## src/rtl/code_phase_search.sv

```systemverilog
// code_phase_search: acquisition controller behind the correlator bank.
// It averages N_AVG dump winners and either declares lock or slides the code
// phase by PHASE_STEP chips modulo 1023. While locked, it tracks consecutive
// bad dumps and drops lock after LOCK_MISS of them.
module code_phase_search #(
  parameter int          N_AVG        = 4,
  parameter logic [31:0] THRESH       = 32'd5000,
  parameter int          PHASE_STEP   = 32,
  parameter int          ID_TOL       = 2,
  parameter int          SETTLE_DUMPS = 1,
  parameter int          LOCK_MISS    = 3
) (
  input  logic        CLK_16M,
  input  logic        RST,
  input  logic        restart,
  input  logic        dump_flag,
  input  logic [7:0]  max_id,
  input  logic [31:0] max_sum,
  output logic [9:0]  phase,
  output logic        locked,
  output logic [7:0]  lock_id,
  output logic [31:0] avg_sum,
  output logic        search_wrap
);

  localparam int          SHIFT     = $clog2(N_AVG);
  localparam logic [4:0]  AVG_N     = 5'(N_AVG);
  localparam logic [3:0]  SETTLE_N  = 4'(SETTLE_DUMPS);
  localparam logic [3:0]  MISS_N    = 4'(LOCK_MISS);
  localparam logic [7:0]  TOL       = 8'(ID_TOL);
  localparam logic [10:0] STEP      = 11'(PHASE_STEP);
  localparam logic [10:0] PHASE_MOD = 11'd1023;

  typedef enum logic [1:0] {SETTLE, ACC, TRACK} state_t;

  state_t      state_reg, state_next;
  logic        d1_reg;
  logic [9:0]  phase_reg, phase_next;
  logic        locked_reg, locked_next;
  logic [7:0]  lock_id_reg, lock_id_next;
  logic [31:0] avg_sum_reg, avg_sum_next;
  logic        wrap_reg, wrap_next;
  logic [3:0]  settle_cnt_reg, settle_cnt_next;
  logic [4:0]  cnt_reg, cnt_next;
  logic [35:0] acc_reg, acc_next;
  logic [7:0]  ref_reg, ref_next;
  logic        consistent_reg, consistent_next;
  logic [3:0]  miss_reg, miss_next;

  logic        dump_event;
  logic [31:0] mag;
  logic [7:0]  ref_sel;
  logic        consistent_sel;
  logic [35:0] acc_sum;
  logic [31:0] avg_val;
  logic [10:0] phase_sum;
  logic        phase_wraps;
  logic [9:0]  phase_wrapped;
  logic        track_good;

  // Unsigned distance between two correlator indices; no modular wrap.
  function automatic logic [7:0] id_dist(input logic [7:0] a, input logic [7:0] b);
    return (a >= b) ? (a - b) : (b - a);
  endfunction

  assign dump_event = dump_flag & ~d1_reg;

  // Magnitude of the winner; the most negative value saturates to max positive.
  always_comb begin
    mag = max_sum;
    if (max_sum == 32'h8000_0000) begin
      mag = 32'h7FFF_FFFF;
    end else if (max_sum[31]) begin
      mag = -max_sum;
    end
  end

  // Window datapath: the first dump of a window seeds ref, acc and consistency.
  always_comb begin
    ref_sel        = (cnt_reg == 5'd0) ? max_id : ref_reg;
    consistent_sel = ((cnt_reg == 5'd0) || consistent_reg) && (id_dist(max_id, ref_sel) <= TOL);
    acc_sum        = ((cnt_reg == 5'd0) ? 36'd0 : acc_reg) + {4'd0, mag};
    avg_val        = acc_sum[SHIFT +: 32];
    phase_sum      = {1'b0, phase_reg} + STEP;
    phase_wraps    = (phase_sum >= PHASE_MOD);
    phase_wrapped  = phase_wraps ? 10'(phase_sum - PHASE_MOD) : phase_sum[9:0];
    track_good     = (mag >= THRESH) && (id_dist(max_id, lock_id_reg) <= TOL);
  end

  // Next-state and output decisions; restart overrides any dump in the same cycle.
  always_comb begin
    state_next      = state_reg;
    phase_next      = phase_reg;
    locked_next     = locked_reg;
    lock_id_next    = lock_id_reg;
    avg_sum_next    = avg_sum_reg;
    wrap_next       = 1'b0;
    settle_cnt_next = settle_cnt_reg;
    cnt_next        = cnt_reg;
    acc_next        = acc_reg;
    ref_next        = ref_reg;
    consistent_next = consistent_reg;
    miss_next       = miss_reg;

    if (restart) begin
      phase_next      = 10'd0;
      locked_next     = 1'b0;
      state_next      = SETTLE;
      settle_cnt_next = 4'd0;
      cnt_next        = 5'd0;
      acc_next        = 36'd0;
      ref_next        = 8'd0;
      consistent_next = 1'b1;
      miss_next       = 4'd0;
    end else begin
      case (state_reg)
        SETTLE: begin
          if (SETTLE_N == 4'd0) begin
            state_next = ACC;
            acc_next   = 36'd0;
            cnt_next   = 5'd0;
          end else if (dump_event) begin
            if (settle_cnt_reg + 4'd1 == SETTLE_N) begin
              state_next      = ACC;
              acc_next        = 36'd0;
              cnt_next        = 5'd0;
              settle_cnt_next = 4'd0;
            end else begin
              settle_cnt_next = settle_cnt_reg + 4'd1;
            end
          end
        end
        ACC: begin
          if (dump_event) begin
            cnt_next        = cnt_reg + 5'd1;
            acc_next        = acc_sum;
            ref_next        = ref_sel;
            consistent_next = consistent_sel;
            if (cnt_reg + 5'd1 == AVG_N) begin
              avg_sum_next = avg_val;
              if ((avg_val >= THRESH) && consistent_sel) begin
                locked_next  = 1'b1;
                lock_id_next = ref_sel;
                state_next   = TRACK;
                miss_next    = 4'd0;
              end else begin
                phase_next      = phase_wrapped;
                wrap_next       = phase_wraps;
                state_next      = SETTLE;
                settle_cnt_next = 4'd0;
              end
            end
          end
        end
        TRACK: begin
          if (dump_event) begin
            if (track_good) begin
              miss_next = 4'd0;
            end else if (miss_reg + 4'd1 == MISS_N) begin
              locked_next     = 1'b0;
              state_next      = SETTLE;
              settle_cnt_next = 4'd0;
              miss_next       = 4'd0;
            end else begin
              miss_next = miss_reg + 4'd1;
            end
          end
        end
        default: state_next = SETTLE;
      endcase
    end
  end

  // State and datapath registers; the dump_flag history updates even on restart.
  always_ff @(posedge CLK_16M or posedge RST) begin
    if (RST) begin
      state_reg      <= SETTLE;
      d1_reg         <= 1'b0;
      phase_reg      <= 10'd0;
      locked_reg     <= 1'b0;
      lock_id_reg    <= 8'd0;
      avg_sum_reg    <= 32'd0;
      wrap_reg       <= 1'b0;
      settle_cnt_reg <= 4'd0;
      cnt_reg        <= 5'd0;
      acc_reg        <= 36'd0;
      ref_reg        <= 8'd0;
      consistent_reg <= 1'b1;
      miss_reg       <= 4'd0;
    end else begin
      state_reg      <= state_next;
      d1_reg         <= dump_flag;
      phase_reg      <= phase_next;
      locked_reg     <= locked_next;
      lock_id_reg    <= lock_id_next;
      avg_sum_reg    <= avg_sum_next;
      wrap_reg       <= wrap_next;
      settle_cnt_reg <= settle_cnt_next;
      cnt_reg        <= cnt_next;
      acc_reg        <= acc_next;
      ref_reg        <= ref_next;
      consistent_reg <= consistent_next;
      miss_reg       <= miss_next;
    end
  end

  assign phase       = phase_reg;
  assign locked      = locked_reg;
  assign lock_id     = lock_id_reg;
  assign avg_sum     = avg_sum_reg;
  assign search_wrap = wrap_reg;

endmodule
```

## config.mk

```make
export PLATFORM = sky130hd
export DESIGN_NAME = code_phase_search
export DESIGN_NICKNAME = d
export VERILOG_FILES = /design/src/rtl/code_phase_search.sv
export SDC_FILE = /design/constraint.sdc
export NUM_CORES = 1
export LEC_CHECK = 0
export ABC_AREA = 1
export CAP_MARGIN = 10
export CORE_ASPECT_RATIO = 1.25
export CORE_UTILIZATION = 54
export DETAILED_ROUTE_END_ITERATION = 16
export PLACE_DENSITY_LB_ADDON = 0.2
export RECOVER_POWER = 100
export SLEW_MARGIN = 0
export SYNTH_ARGS = -nofsm -noshare
export SYNTH_HDL_FRONTEND = slang
export SYNTH_SLANG_ARGS = --single-unit
```

## constraint.sdc

```tcl
create_clock -name CLK_16M -period 4.2 [get_ports CLK_16M]
set_clock_uncertainty 0.15 [all_clocks]
set_input_delay 0.84 -clock CLK_16M [delete_from_list [all_inputs] [get_ports CLK_16M]]
set_output_delay 0.84 -clock CLK_16M [all_outputs]
set_load 0.05 [all_outputs]
```

Word-level counts from Yosys, hierarchy flattened
Index checks and enable logic that the tools add are counted.
- flip-flop bits (word level): 113
- input bits: 44
- output and inout port bits: 52
- logic and storage cells: 140
- $add $sub $neg: 11
- order comparisons: 7
- equality and inequality tests: 16
- multiplexer cells: 69
- bitwise gates (word level): 3
- reductions and logical operators: 21
- operators by type and width (operator ; count):
    2-to-1 mux 36 bit ; 5
    one-hot mux 36 bit (2 select lines) ; 1
    greater-or-equal comparator 32 x 13 -> 1 bit, second input constant ; 2
    2-to-1 mux 32 bit ; 2
    2-to-1 mux 4 bit ; 16
    2-to-1 mux 10 bit ; 6
    2-to-1 mux 8 bit ; 6
    adder 36 x 32 -> 36 bit ; 1
    == test 32 bit, second input constant ; 1
    negation 32 bit ; 1
    subtractor 8 bit ; 4
    != test 3 bit, second input constant ; 9
    2-to-1 mux 5 bit ; 4
    2-to-1 mux 2 bit ; 9
    greater-or-equal comparator 8 bit ; 2
    <= comparator 8 x 2 -> 1 bit, second input constant ; 2
    2-to-1 mux 1 bit ; 15
    AND reduction 7 bit ; 2
    one-hot mux 4 bit (3 select lines) ; 1
    AND reduction 4 bit ; 3
    adder 10 x 6 -> 11 bit, second input constant ; 1
    greater-or-equal comparator 11 x 10 -> 1 bit, second input constant ; 1
    one-hot mux 5 bit (2 select lines) ; 1
    AND reduction 5 bit ; 2
    23 further kinds ; 30

Depth between registers and ports, before layout
Gate-level depths: netlist (run 1).
- depth in word-level cells: 12
- depth in mapped cells: 35
- gate-level depth less buffers: 32

Worst setup path before layout (run 1)
OpenSTA, ideal clock, no wires.
- path kind: input to register
- start point: in max_sum[0]
- end point: reg lock_id_reg[1], in the netlist lock_id[1]
- library setup time: 0.077 ns
- arrival time: 4.276 ns
- data required time: 3.973 ns
- path slack: -0.303 ns
- stages: 35
- path buffers: 3
- cell sequence: inv_1 ha_1 nand2_1 nor2_4 nand2_2 nor2_4 inv_4 buf_6 clkbuf_1 nand2_1 ha_1 inv_1 fa_1 inv_1 nand2_1 nand2_1 nand3_2 nand2_2 nand2_1 nand2_1 nand2_1 nand2_1 nand2_1 nand2_2 nand2_1 nor2_1 nand2_1 nor2_2 nand2_2 nand2_4 inv_4 nand2_8 buf_12 nand2_2 o21ai_2
- cells in the longest elaborated chain, start to end: 7
- elaborated cells between the ends (all ways): 8
- classes of those cells: add/sub: 2; order compare: 1; eq/ne: 1; mux: 2; reduce/logical: 2
- RTL lines (element ; line ; RTL):
    from (decl) ; 18 ; input logic [31:0] max_sum,
    negation 32 bit ; 74 ; mag = -max_sum;
    2-to-1 mux 32 bit ; 73 ; end else if (max_sum[31]) begin
    2-to-1 mux 32 bit (*) ; 71 ; if (max_sum == 32'h8000_0000) begin
    adder 36 x 32 -> 36 bit (*) ; 82 ; acc_sum = ((cnt_reg == 5'd0) ? 36'd0 : acc_reg) + {4'd0, mag};
    greater-or-equal comparator 32 x 13 -> 1 bit (*) ; 141 ; if ((avg_val >= THRESH) && consistent_sel) begin
    logical AND 1 bit (*) ; 141 ;
    AND reduction 5 bit (no line) (*) ; - ;
    to (signal assigned) ; 195 ; lock_id_reg <= lock_id_next;
    to (decl) ; 40 ; logic [7:0] lock_id_reg, lock_id_next;
Mark *: on every way between the ends. The rest lies on a longest branch, timed or not.
A chain may end at the register's enable or synchronous reset.

Final worst setup path (run 1)
- start point: in max_sum[2]
- end point: reg phase_reg[8], in the netlist phase[8]
- cells in the longest elaborated chain, start to end: 8
- elaborated cells between the ends (all ways): 9
- classes of those cells: add/sub: 2; order compare: 1; eq/ne: 2; mux: 2; reduce/logical: 2
- RTL lines (element ; line ; RTL):
    negation 32 bit ; 74 ;
    2-to-1 mux 32 bit ; 73 ;
    2-to-1 mux 32 bit (*) ; 71 ;
    adder 36 x 32 -> 36 bit (*) ; 82 ;
    greater-or-equal comparator 32 x 13 -> 1 bit (*) ; 141 ;
    logical AND 1 bit (*) ; 141 ;
    != test 2 bit (no line) (*) ; - ;
    AND reduction 4 bit (no line) (*) ; - ;
    to (signal assigned) ; 193 ; phase_reg <= phase_next;
    to (decl) ; 38 ; logic [9:0] phase_reg, phase_next;
Marked as above.

==> results of run 1 <==
-- cell usage after synthesis (all sizes together) --
library cell and number:
nor2 184, clkinv 1, o21ai 102, o21a 2, xor2 29, o22ai 42, dfstp 1, or2 6
a21oi 65, nor3 20, a2111oi 1, a21o 6, o31ai 2, ha 76, and3 1, xnor2 9
o211ai 4, nand2 500, o21bai 2, dfrtp 110, a2bb2oi 1, nand3b 12, a31oi 2, nand3 122
inv 285, nor3b 1, a21boi 1, fa 5, nand4 34, and2 3, buf 10, clkbuf 24
-- worst max-delay path, delay by kind of cell --
family | cells | cell delay [ps]
adder cells (fa/ha/maj) | 1 | 210
buffers and inverters | 5 | 540
AO/OA/AOI/OAI | 4 | 580
AND/OR/NAND/NOR | 19 | 2220
-- timing repair --
item | in CTS | in global routing
buffers inserted | 26 | 31
setup endpoints to repair | 33 | 35
resized for setup | 195 | 244
cloned | 5 | 0
pin swaps | 62 | 111
hold buffers | 0 | 0
-- per-stage QoR --
step	setup TNS, ps	utilization [%]
6_report	-1870	83.4
5_1_grt	-10570	83.4
4_1_cts	-3160	79.0
3_5_place_dp	-40590	71.9
3_3_place_gp	-39330	71.9
2_1_floorplan	0	-
-- area by class of cell --
type	instances	area share [%]
timing repair inverter	2	0.205
tap	261	2.06
sequential	111	17.5
clock inverter	7	0.608
multi-input combinational	1235	50.6
inverter	286	6.98
clock buffer	9	1.42
timing repair buffer	398	20.6
-- final timing paths --
check | endpoint | cells after the start | slack, ps | startpoint
worst max-delay path | phase[8] | 29 | -110 | max_sum[2]
worst min-delay path | avg_sum[18] | 2 | 330 | avg_sum[18]
worst max register to register | phase[8] | 26 | 160 | cnt_reg[0]
worst min register to register | avg_sum[18] | 2 | 330 | avg_sum[18]
max in group asynchronous | avg_sum[27] | 3 | 530 | RST
min in group asynchronous | phase[5] | 2 | 1520 | RST
-- power by group --
part	internal, W	switching (W)	leakage, nW
Sequential	0.00126	0.0000990	1.49
Combinational	0.00174	0.00258	6.56
Clock	0.000483	0.000446	0.155
Total	0.00348	0.00313	8.21
-- logic make-up after synthesis --
| logic type | Yosys count | share of synthesized area, % |
|---|---|---|
| XOR/XNOR | 38 | 3.21 |
| buffers and inverters | 320 | 11.8 |
| adder cells (fa/ha/maj) | 81 | 9.91 |
| flip-flops | 111 | 26.2 |
| AND/OR/NAND/NOR | 883 | 36.6 |
| AO/OA/AOI/OAI | 230 | 12.3 |
-- per-layer routing --
| metal | share of wire [%] | global-route usage (%) | up-vias | wire (um) |
|---|---|---|---|---|
| met5 | 0 | 0 | - | 0 |
| met4 | 6.2 | 20.6 | 0 | 2320 |
| met3 | 4.2 | 3.36 | 159 | 1560 |
| met2 | 52 | 66.5 | 474 | 19500 |
| met1 | 37 | 37.8 | 5926 | 13800 |
| li1 | - | - | 6058 | - |
==> out/metrics.cfg, run 1 <==
[worst_setup_path]
timing.critical_path.from_type=input pin
crit_path_top_delay_cell=a21oi_1
crit_required_ps=4310
timing.critical_path.mode_cell=nand2_1
worst_path_largest_cell_delay_ps=270
path_class=in -> reg
worstPathMaxFanout=6
critical_path.endpoint_type=register
cp_data_arrival_time_ps=4420

[clocking]
htree_levels=3
clk_root_buffer_cell=clkbuf_16
clkSlewWorstSetupHoldPaths_ps=90
clock_tree_from_tritoncts=done
clkSinkCount=111
cts-buffers-inserted=9
cts_max_path_buffers=2
clkLatencyLatePin_ps=370

[yosys]
ys_top_cells_by_area=dfrtp_1 (26%), nand2_1 (17%), inv_1 (9.9%)
synth-seq-area-share_pct=26.2
syn-instance-count=1663
syn-mean-instance-area_um2=6.38
synthDistinctLibCells=53
netlist_area_um2=10600
synth_top_area_cell=dfrtp_1
ys_ff_latch=111
yosysWarnings=0
syn_nets=1788
yosysTopAreaCellShare_pct=26.0

[run_status]
outcome=finished, violations left
violations=capacitance limit, slew limit, setup timing

[timing]
grt_setup_unrepaired=true
fin_hold_ws_ps=334
layout_worst_path_cycle_share_pct=103
finalHoldViolations=0
final-max-slew-violation-count=57
timing.fmax_mhz=232
slew_at_the_pin_with_the_worst_max_slew_slack_ps=2190
slew_headroom_pct=-46.3
final_critical_path_setup_slack_ps=-106
period_needed_ps=4310
final-setup-viol-count=27

[route]
vias=12600
wl_mm=37.2
drt_drc_violations_left=0
drt-pass1-iter-count=6
ant_nets=0
detail_route.wl_per_cell_um=16.1
drt_iter0_drc=927
via_per_inst=5.46

[die]
initial_utilization_pct=55.9
io-pin-count=96
design.die.area_um2=20200
fp.dieH_um=159
floorplan.die.width_um=127
fp.coreArea_um2=19000
placementRows=56

[global_route]
number_of_global_route_vias_before_repair=12000
grt_pass1_wl_mm=55.9
grt_overflow=0
grt_use_total_pct=35.1
number_of_antenna_violations_at_the_first_check_in_global_routing=0
grt_max_degree=65

[cells_and_area]
final_area_um2=15800
final_common_cell=nand2_1
drive_above_1_share_pct=34.0
stdcell_count=2309
register_area_um2=2780
insertedDiodeCount=0
largest_register_ff_count=34
multi_input_area_um2=8020
layout.cells.most_common_list=nand2_1 (390), buf_4 (287), inv_1 (251)
fillerInstances=1239
finalNetCount=2168
area.growth.synth_to_final_pct=49.4

[pwr]
pwr_density_cell_nw_per_um2=417
power_w=0.00661
power.ir.vdd_worst_mv=0.337
p_leak_nw=8.21

[place]
dp_slack_ps=-1200
routabilityCongestion=0.984
placed_cell_area_um2=13700
dp_hpwl_mm=26.3
numPortBuffers=95
dp.cells=2231

[job]
cap_violations=1

[worst_hold_path]
min-delay-path-class=reg -> reg

(Power assumes the default switching activity.)
==> run 2, diff against run 1 <==
GPL_ROUTABILITY_DRIVEN = 1   (was not set)
==> results of run 2 <==
Final layout, timing and power as in run 1 (identical DEF).
==> run 3, diff against run 2 <==
CTS_CLUSTER_SIZE = 25   (was not set)
REMOVE_ABC_BUFFERS = 1   (was not set)
==> run 3 against run 2 <==
The run still ends with capacitance limit, slew limit, setup timing left; die area is the same; count of clock-buffer cells in the layout is the same; via count grew 2.7%; first-iteration DRC count grew 3.3%; sequential power is essentially flat; core utilization grew 1.4 points; critical path depth grew 2; final area grew 1.6%; hold slack gained 1.1 ps; largest power group unchanged.
==> out/metrics.cfg, run 3 (synthesis results as in run 1) <==
[clocking]
cts-buffers-inserted=9  ; unchanged
clkSinkCount=111  ; unchanged
clkLatencyLatePin_ps=370  ; about the same
clk_root_buffer_cell=clkbuf_16  ; unchanged
cts_max_path_buffers=2  ; unchanged
clock_tree_from_tritoncts=done  ; unchanged
htree_levels=3  ; unchanged
clkSlewWorstSetupHoldPaths_ps=90  ; about the same

[pwr]
share_clk_of_total_power_pct=13.6  ; was 14.1%
pwr_density_cell_nw_per_um2=413  ; was 417 nW/um2
swShare_pct=48.2  ; was 47.3%
reg_power_share_pct=20.4  ; was 20.5%
power.ir.vdd_worst_mv=0.274  ; was 0.337 mV
power.combinational.fraction_pct=66.0  ; was 65.4%
p_leak_nw=8.31  ; was 8.21 nW
power_w=0.00665  ; was 0.00661 W
cell_internal_pwr_w=0.00345  ; was 0.00348 W
power.switching_w=0.00321  ; was 0.00313 W

[timing]
final_critical_path_setup_slack_ps=-103  ; was -106 ps
period_needed_ps=4300  ; was 4310 ps
timing.fmax_mhz=232  ; about the same
grt_setup_unrepaired=true  ; unchanged
layout_worst_path_cycle_share_pct=102  ; was 103%
slew_headroom_pct=-39.9  ; was -46.3%
fin_hold_ws_ps=335  ; was 334 ps
final-max-slew-violation-count=49  ; was 57
setup-tns-final_ps=-1150  ; was -1870 ps
slew_at_the_pin_with_the_worst_max_slew_slack_ps=2090  ; was 2190 ps
final-setup-viol-count=21  ; was 27
finalHoldViolations=0  ; unchanged

[route]
drt-pass1-iter-count=5  ; was 6
drt_drc_violations_left=0  ; unchanged
drt_iter0_drc=958  ; was 927
ant_nets=0  ; unchanged
via_per_inst=5.52  ; was 5.46
vias=13000  ; was 12600
detail_route.wl_per_cell_um=16.5  ; was 16.1 um
wl_mm=38.7  ; was 37.2 mm

[die]
initial_utilization_pct=55.9  ; unchanged
placementRows=56  ; unchanged
fp.coreArea_um2=19000  ; unchanged
io-pin-count=96  ; unchanged
floorplan.die.width_um=127  ; unchanged
design.die.area_um2=20200  ; unchanged
fp.dieH_um=159  ; unchanged

[worst_setup_path]
cp_data_arrival_time_ps=4410  ; was 4420 ps
path_class=in -> reg  ; unchanged
crit_required_ps=4300  ; was 4310 ps
critical_path.endpoint_type=register  ; unchanged
crit_path_top_delay_cell=dlygate4sd2_1  ; was a21oi_1
worst_path_largest_cell_delay_ps=250  ; was 270 ps
worstPathMaxFanout=8  ; was 6
timing.critical_path.from_type=input pin  ; unchanged

[cells_and_area]
fillerInstances=1179  ; was 1239
drive_above_1_share_pct=34.9  ; was 34.0%
area.growth.synth_to_final_pct=51.8  ; was 49.4%
largest_register_ff_count=34  ; unchanged
layout.cells.most_common_list=nand2_1 (399), buf_4 (323), inv_1 (251)  ; was nand2_1 (390), buf_4 (287), inv_1 (251)
finalNetCount=2206  ; was 2168
stdcell_count=2347  ; was 2309
insertedDiodeCount=0  ; unchanged
final_common_cell=nand2_1  ; unchanged

[place]
dp_hpwl_mm=26.6  ; was 26.3 mm
numPortBuffers=95  ; unchanged
dp.cells=2246  ; was 2231
dp_slack_ps=-918  ; was -1200 ps
routabilityCongestion=1.03  ; was 0.984

[global_route]
grt_pass1_wl_mm=57.7  ; was 55.9 mm
grt_max_degree=65  ; unchanged
number_of_antenna_violations_at_the_first_check_in_global_routing=0  ; unchanged
grt_overflow=0  ; unchanged
number_of_global_route_vias_before_repair=12200  ; was 12000
grt_use_total_pct=35.9  ; was 35.1%

[job]
cap_violations=1  ; unchanged

[worst_hold_path]
min-delay-path-class=reg -> reg  ; unchanged

[run_status]
outcome=finished, violations left  ; unchanged
violations=capacitance limit, slew limit, setup timing  ; unchanged

[run 3: cell count changes in the layout (fill, tap and decap cells not counted), sizes merged, moves of 2 or more]
cell,previous run,this run
clkdlybuf4s15,0,3
inv,288,286
buf,303,342
dlymetal6s2s,14,1
dlygate4sd2,0,7
clkbuf,27,30
[run 3: power groups by stage]
| stage | combinational (W) | clock (W) | sequential (W) |
|---|---|---|---|
| after global routing | 0.00476 | 0.000944 | 0.00138 |
| after CTS | 0.00403 | 0.000904 | 0.00136 |
| final | 0.00439 | 0.000903 | 0.00136 |
| after global placement | 0.00365 | 0 | 0.00137 |
| after detailed placement | 0.00370 | 0 | 0.00138 |
| after floorplan | 0.00206 | 0 | 0.00157 |
[run 3: final cells by class]
| cell class | instances | area, um2 | area share (%) |
|---|---|---|---|
| inverter | 286 | 1100 | 6.85 |
| tap | 261 | 327 | 2.03 |
| sequential | 111 | 2780 | 17.3 |
| timing repair inverter | 1 | 8.76 | 0.0544 |
| multi-input combinational | 1235 | 8070 | 50.1 |
| timing repair buffer | 437 | 3500 | 21.7 |
| clock inverter | 7 | 85.1 | 0.528 |
| clock buffer | 9 | 225 | 1.40 |
[run 3: per-layer routing]
metal	GRT usage, %	share of wire (%)
met1	39.1	38
met2	68.6	51
met3	3.60	5.2
met4	18.7	6.4
met5	0	0
[run 3: metrics by stage]
stage,utilization (%),area (um2)
floorplan,-,10400
global placement,72.3,13700
detailed placement,72.3,13700
CTS,80.3,15200
global route,84.8,16100
finish,84.8,16100
[run 3: final timing paths]
check / start / to / slack, ps / cells after the start
setup / recovery: max_sum[25] / lock_id[7] / -100 / 31
max in group asynchronous: RST / avg_sum[17] / 800 / 3
hold / removal: avg_sum[25] / avg_sum[25] / 330 / 2
hold reg to reg: avg_sum[25] / avg_sum[25] / 330 / 2
min in group asynchronous: RST / avg_sum[6] / 1320 / 2
setup reg to reg: cnt_reg[0] / phase[9] / 190 / 25
[run 3: repair_timing]
| item | CTS | global route |
|---|---|---|
| hold buffers | 0 | 0 |
| gates resized for setup | 232 | 236 |
| setup endpoints to repair | 31 | 31 |
| pin swaps | 79 | 134 |
| cloned | 2 | 2 |
| setup buffers | 56 | 25 |
[run 3: critical path: cells and delay by family]
family,cells,cell delay [ps]
simple gates,21,2270
buf+inv,8,970
fa+ha+maj,1,210
compound gates,1,50
